===== config.mk =====
export PLATFORM = sky130hd
export DESIGN_NAME = accu_arbiter
export DESIGN_NICKNAME = d
export VERILOG_FILES = /design/src/rtl/accu_arbiter_pkg.sv /design/src/rtl/rr_pick.sv /design/src/rtl/accu_arbiter.sv
export SDC_FILE = /design/constraint.sdc
export NUM_CORES = 1
export LEC_CHECK = 0
export CORE_ASPECT_RATIO = 0.6
export CORE_UTILIZATION = 32
export CTS_CLUSTER_DIAMETER = 200
export DETAILED_ROUTE_END_ITERATION = 7
export GPL_ROUTABILITY_DRIVEN = 0
export PLACE_DENSITY_LB_ADDON = 0.3
export REMOVE_ABC_BUFFERS = 1
export SETUP_SLACK_MARGIN = 0.3
export SYNTH_ARGS = -nofsm -noshare
export SYNTH_HDL_FRONTEND = slang
export SYNTH_SLANG_ARGS = --single-unit

===== constraint.sdc =====
create_clock -name clk -period 2.2 [get_ports clk]
set_input_delay 0.22 -clock clk [delete_from_list [all_inputs] [get_ports clk]]
set_output_delay 0.22 -clock clk [all_outputs]
set_load 0.05 [all_outputs]

===== src/rtl/accu_arbiter_pkg.sv =====
// Shared constants for the accumulator arbiter: state codes, default requester count
// and the round-robin index wrap helper.
package accu_arbiter_pkg;

    localparam int unsigned N_REQ_DEFAULT = 3;

    localparam logic [2:0] ST_IDLE   = 3'd0;
    localparam logic [2:0] ST_GRANT  = 3'd1;
    localparam logic [2:0] ST_ISSUE  = 3'd2;
    localparam logic [2:0] ST_WAIT   = 3'd3;
    localparam logic [2:0] ST_REPORT = 3'd4;

    typedef logic [1:0] idx_t;

    function automatic idx_t rr_wrap(input int unsigned base, input int unsigned n);
        return idx_t'(base % n);
    endfunction

endpackage


===== src/rtl/rr_pick.sv =====
// Combinational round-robin picker: first asserted request at ptr, ptr+1, ... modulo N_REQ.
module rr_pick
    import accu_arbiter_pkg::*;
#(
    parameter int unsigned N_REQ = N_REQ_DEFAULT
) (
    input  logic [N_REQ-1:0] req,
    input  idx_t             ptr,
    output logic             valid,
    output idx_t             idx
);

    always_comb begin
        valid = 1'b0;
        idx   = '0;
        for (int unsigned off = 0; off < N_REQ; off++) begin
            if (!valid && req[rr_wrap(32'(ptr) + off, N_REQ)]) begin
                valid = 1'b1;
                idx   = rr_wrap(32'(ptr) + off, N_REQ);
            end
        end
    end

endmodule


===== src/rtl/accu_arbiter.sv =====
// Round-robin arbiter that feeds one granted data bit per transaction into an external
// count-to-4 accumulator and reports which requester completed the count.
module accu_arbiter
    import accu_arbiter_pkg::*;
#(
    parameter int unsigned N_REQ = N_REQ_DEFAULT
) (
    input  logic             clk,
    input  logic             reset,
    input  logic [N_REQ-1:0] req,
    input  logic [N_REQ-1:0] req_bit,
    input  logic             acc_done,
    output logic [N_REQ-1:0] gnt,
    output logic             acc_next,
    output logic             acc_in,
    output logic             done_valid,
    output idx_t             done_id,
    output logic             busy,
    output logic [2:0]       state_display
);

    logic [2:0]       r_state;
    idx_t             r_ptr;
    idx_t             r_sel;
    logic [N_REQ-1:0] r_gnt;
    logic             r_acc_next;
    logic             r_acc_in;
    logic             r_done_valid;
    idx_t             r_done_id;
    logic             r_busy;

    logic             w_valid;
    idx_t             w_idx;

    rr_pick #(
        .N_REQ (N_REQ)
    ) u_rr_pick (
        .req   (req),
        .ptr   (r_ptr),
        .valid (w_valid),
        .idx   (w_idx)
    );

    // Every output is set on the edge that enters the state it belongs to, so all
    // outputs come straight from flops.
    always_ff @(posedge clk) begin
        if (reset) begin
            r_state      <= ST_IDLE;
            r_ptr        <= '0;
            r_sel        <= '0;
            r_gnt        <= '0;
            r_acc_next   <= 1'b0;
            r_acc_in     <= 1'b0;
            r_done_valid <= 1'b0;
            r_done_id    <= '0;
            r_busy       <= 1'b0;
        end else begin
            r_gnt        <= '0;
            r_acc_next   <= 1'b0;
            r_done_valid <= 1'b0;
            case (r_state)
                ST_IDLE: begin
                    if (w_valid) begin
                        r_state  <= ST_GRANT;
                        r_sel    <= w_idx;
                        r_ptr    <= rr_wrap(32'(w_idx) + 1, N_REQ);
                        r_gnt    <= N_REQ'(1) << w_idx;
                        r_acc_in <= req_bit[w_idx];
                        r_busy   <= 1'b1;
                    end
                end
                ST_GRANT: begin
                    r_state    <= ST_ISSUE;
                    r_acc_next <= 1'b1;
                end
                ST_ISSUE: begin
                    r_state <= ST_WAIT;
                end
                ST_WAIT: begin
                    if (acc_done) begin
                        r_state      <= ST_REPORT;
                        r_done_valid <= 1'b1;
                        r_done_id    <= r_sel;
                    end else begin
                        r_state <= ST_IDLE;
                        r_busy  <= 1'b0;
                    end
                end
                ST_REPORT: begin
                    r_state <= ST_IDLE;
                    r_busy  <= 1'b0;
                end
                default: begin
                    // Unused codes recover to IDLE with outputs back at their reset values.
                    r_state   <= ST_IDLE;
                    r_acc_in  <= 1'b0;
                    r_done_id <= '0;
                    r_busy    <= 1'b0;
                end
            endcase
        end
    end

    assign gnt           = r_gnt;
    assign acc_next      = r_acc_next;
    assign acc_in        = r_acc_in;
    assign done_valid    = r_done_valid;
    assign done_id       = r_done_id;
    assign busy          = r_busy;
    assign state_display = r_state;

endmodule


==> metrics.md, run 1 <==
| Metric | Value |
|---|---|
| Slew headroom | 0.459 |
| Crit. End Element | flop |
| VDD IR max | 0.512 mV |
| Chip width | 73.8 µm |
| Starting Density | 0.340 |
| Setup CP Type | reg2reg |
| Area Overhead vs Synth | 46.8% |
| Mapped cell area | 988 µm² |
| Dpl ws | 19.8 ps |
| Total number of vias | 944 |
| Root Driver | clkbuf_8 |
| CP Launch Type | flop |
| Post-DRT Antenna Nets | 0 |
| Crit-path leading delay family | simple AND/OR/NAND/NOR gates |
| Seq/Total Area, Yosys | 0.324 |
| CP arrival | 2020 ps |
| Unique masters post-synth | 48 |
| Buffers plus inverters on the worst setup path | 1 |
| Antenna cells | 0 |
| DRC Markers | 0 |
| Hold crit path type | reg2reg |
| Syn Inst Count | 112 |
| Ys flop type | dfxtp_1 |
| CTS tree | yes |
| Setup-failing EPs final | 0 |
| Setup ws final | 285 ps |
| I/O pin cnt | 21 |
| GRT Overall Usage | 0.157 |
| Most common cell after layout, fill and taps aside | clkdlybuf4s50_1 |
| WL per Instance | 14.4 µm |
| Worst path max stage delay | 510 ps |
| GR Overflow Total | 0 |
| Core ar. | 2910 µm² |
| First-pass GRT wire length | 3.84 mm |
| Commonest non-fill, non-tap cells in the layout | 20 x clkdlybuf4s50_1, 14 x dfxtp_1, 9 x buf_4 |
| Vias in the first global route | 820 |
| Reg clk slew, reported paths | 60 ps |
| Row count | 15 |
| Synthesis Warnings | 0 |
| Routed Wire Length | 2.60 mm |
| Post-DP HPWL | 1.70 mm |
| Clock Sinks | 16 |
| Asr flop ratio synth | 0 |
| Syn_area_per_cell | 8.83 µm² |
| RSZ-0062 raised after global routing | true |
| PortBufs | 20 |
| Clock Skews | 3.89 ps |
| Largest net degree at the start of global routing | 19 |
| Setup TNS | 0 ps |
| Hold buffers post-CTS | 0 |
| P_leak | 0.000560 µW |
| CP cell instances | inv_2 > ha_4 > and3b_2 > a21oi_4 > or4b_4 > nand3_4 > o31ai_4 |
| Final core occ | 0.499 |
| H-tree depth | 1 |
| DIE AREA | 3320 µm² |
| Vias per inst | 5.24 |
| First-pass DRT Iterations | 4 |
| Final Max Tran Viols | 0 |
| Max Clock Freq | 522 MHz |
| Crit-path max FO | 5 |
| Antenna violations before repair | 0 |
| Iter 0 DRT Violations | 36 |
| Nets | 152 |
| Worst EP required | 2300 ps |
| Hold Fails Final Rpt | 0 |
| Fin crit share | 0.870 |
| Tot Pwr | 2070 µW |
| Outcome | finished, final reports clean |
| Crit-path slowest cell | or4b_4 |
| FF+latch count, synth | 16 |
| Slew @ Worst Pin | 809 ps |
| Power Dens Cells | 1430 nW/µm² |
| Die H | 45.1 µm |
| Min Tclk post-route | 1910 ps |
| Max cap viols | 0 |
| Worst skew pair latency | 250 ps |
| Clock tree buffer depth | 2 |
| Final hold slack | 518 ps |
| Total CTS buffers | 3 |
| Number of synthesized flops with an enable pin | 0 |
| Layout cells sized above 1 | 0.304 |
-- timing repair --
| item | CTS | global route |
|---|---|---|
| pin swaps | 2 | 7 |
| buffers inserted | 4 | 4 |
| endpoints found under the setup margin | 8 | 8 |
| resized for setup | 14 | 14 |
| gates cloned | 1 | 0 |
-- cells in the mapped netlist, types with 3 or more instances --
cell | n | area share
inv_1 | 9 | 0.034
nand2_1 | 3 | 0.011
clkbuf_1 | 5 | 0.019
nand3b_1 | 4 | 0.030
o21ai_0 | 3 | 0.015
nor3_1 | 6 | 0.030
dfxtp_1 | 16 | 0.32
nand2b_1 | 4 | 0.025
ha_1 | 4 | 0.051
nor2_1 | 8 | 0.030
nand3_1 | 3 | 0.015
a21oi_1 | 6 | 0.030
-- area by class of cell --
cell class	count	area (µm²)
Clock buffer	4	55.1
Multi-Input combinational cell	80	712
Timing Repair Buffer	29	268
Sequential cell	16	328
Inverter	9	36.3
Fill cell	275	1460
Tap cell	42	52.6
-- stage by stage --
stage,std cells,area (µm²)
after floorplan,104,942
after global placement,167,1200
after detailed placement,167,1200
after CTS,176,1360
after global routing,180,1450
final,180,1450
-- cells by family after synthesis --
| kind of cell | count (synthesis) | synth area share |
|---|---|---|
| flip-flops | 16 | 0.324 |
| multiplexers | 4 | 0.0506 |
| AO/OA/AOI/OAI | 28 | 0.227 |
| buffers and inverters | 17 | 0.0810 |
| AND/OR/NAND/NOR | 42 | 0.258 |
| adder cells (fa/ha/maj) | 4 | 0.0506 |
| XOR/XNOR | 1 | 0.00886 |
-- sequential cells by signal, summed over array words and instances (netlist names) --
register       cells
r_sel              2
acc_next           1
done_valid         1
gnt                3
state_display      3
busy               1
acc_in             1
done_id            2
r_ptr              2
-- worst reg2reg max path, cell delays in order, from the launching register on --
cell,delay [ps]
dfxtp_4,380
inv_2,60
ha_4,300
and3b_2,250
a21oi_4,70
or4b_4,510
nand3_4,120
o31ai_4,70
-- where the power goes --
group / internal, µW / switching (µW)
Sequential: 383 / 88.1
Combinational: 593 / 749
Clock: 159 / 98.7
-- worst paths after layout --
check,from,end,slack (ps),cells past startpoint
max,r_ptr[0],r_sel[0],290,7
min,done_id[1],done_id[1],520,2
max reg2reg,r_ptr[0],r_sel[0],290,7
min reg2reg,done_id[1],done_id[1],520,2
-- routing by layer --
metal,GRT usage,up-vias,wire [µm]
met4,0.0577,0,63
li1,-,461,-
met2,0.250,40,1160
met5,0,-,0
met3,0.0491,6,175
met1,0.202,437,1200
No activity file was read; power rests on OpenSTA's default activity.
==> run 2: changes to the inputs <==
--- a/config.mk
+++ b/config.mk
@@ -10,6 +10,7 @@
 export CTS_CLUSTER_DIAMETER = 200
 export DETAILED_ROUTE_END_ITERATION = 7
 export GPL_ROUTABILITY_DRIVEN = 0
+export GPL_TIMING_DRIVEN = 1
 export PLACE_DENSITY_LB_ADDON = 0.3
 export REMOVE_ABC_BUFFERS = 1
 export SETUP_SLACK_MARGIN = 0.3
==> results of run 2 <==
Final layout, timing and power as in run 1 (identical DEF).
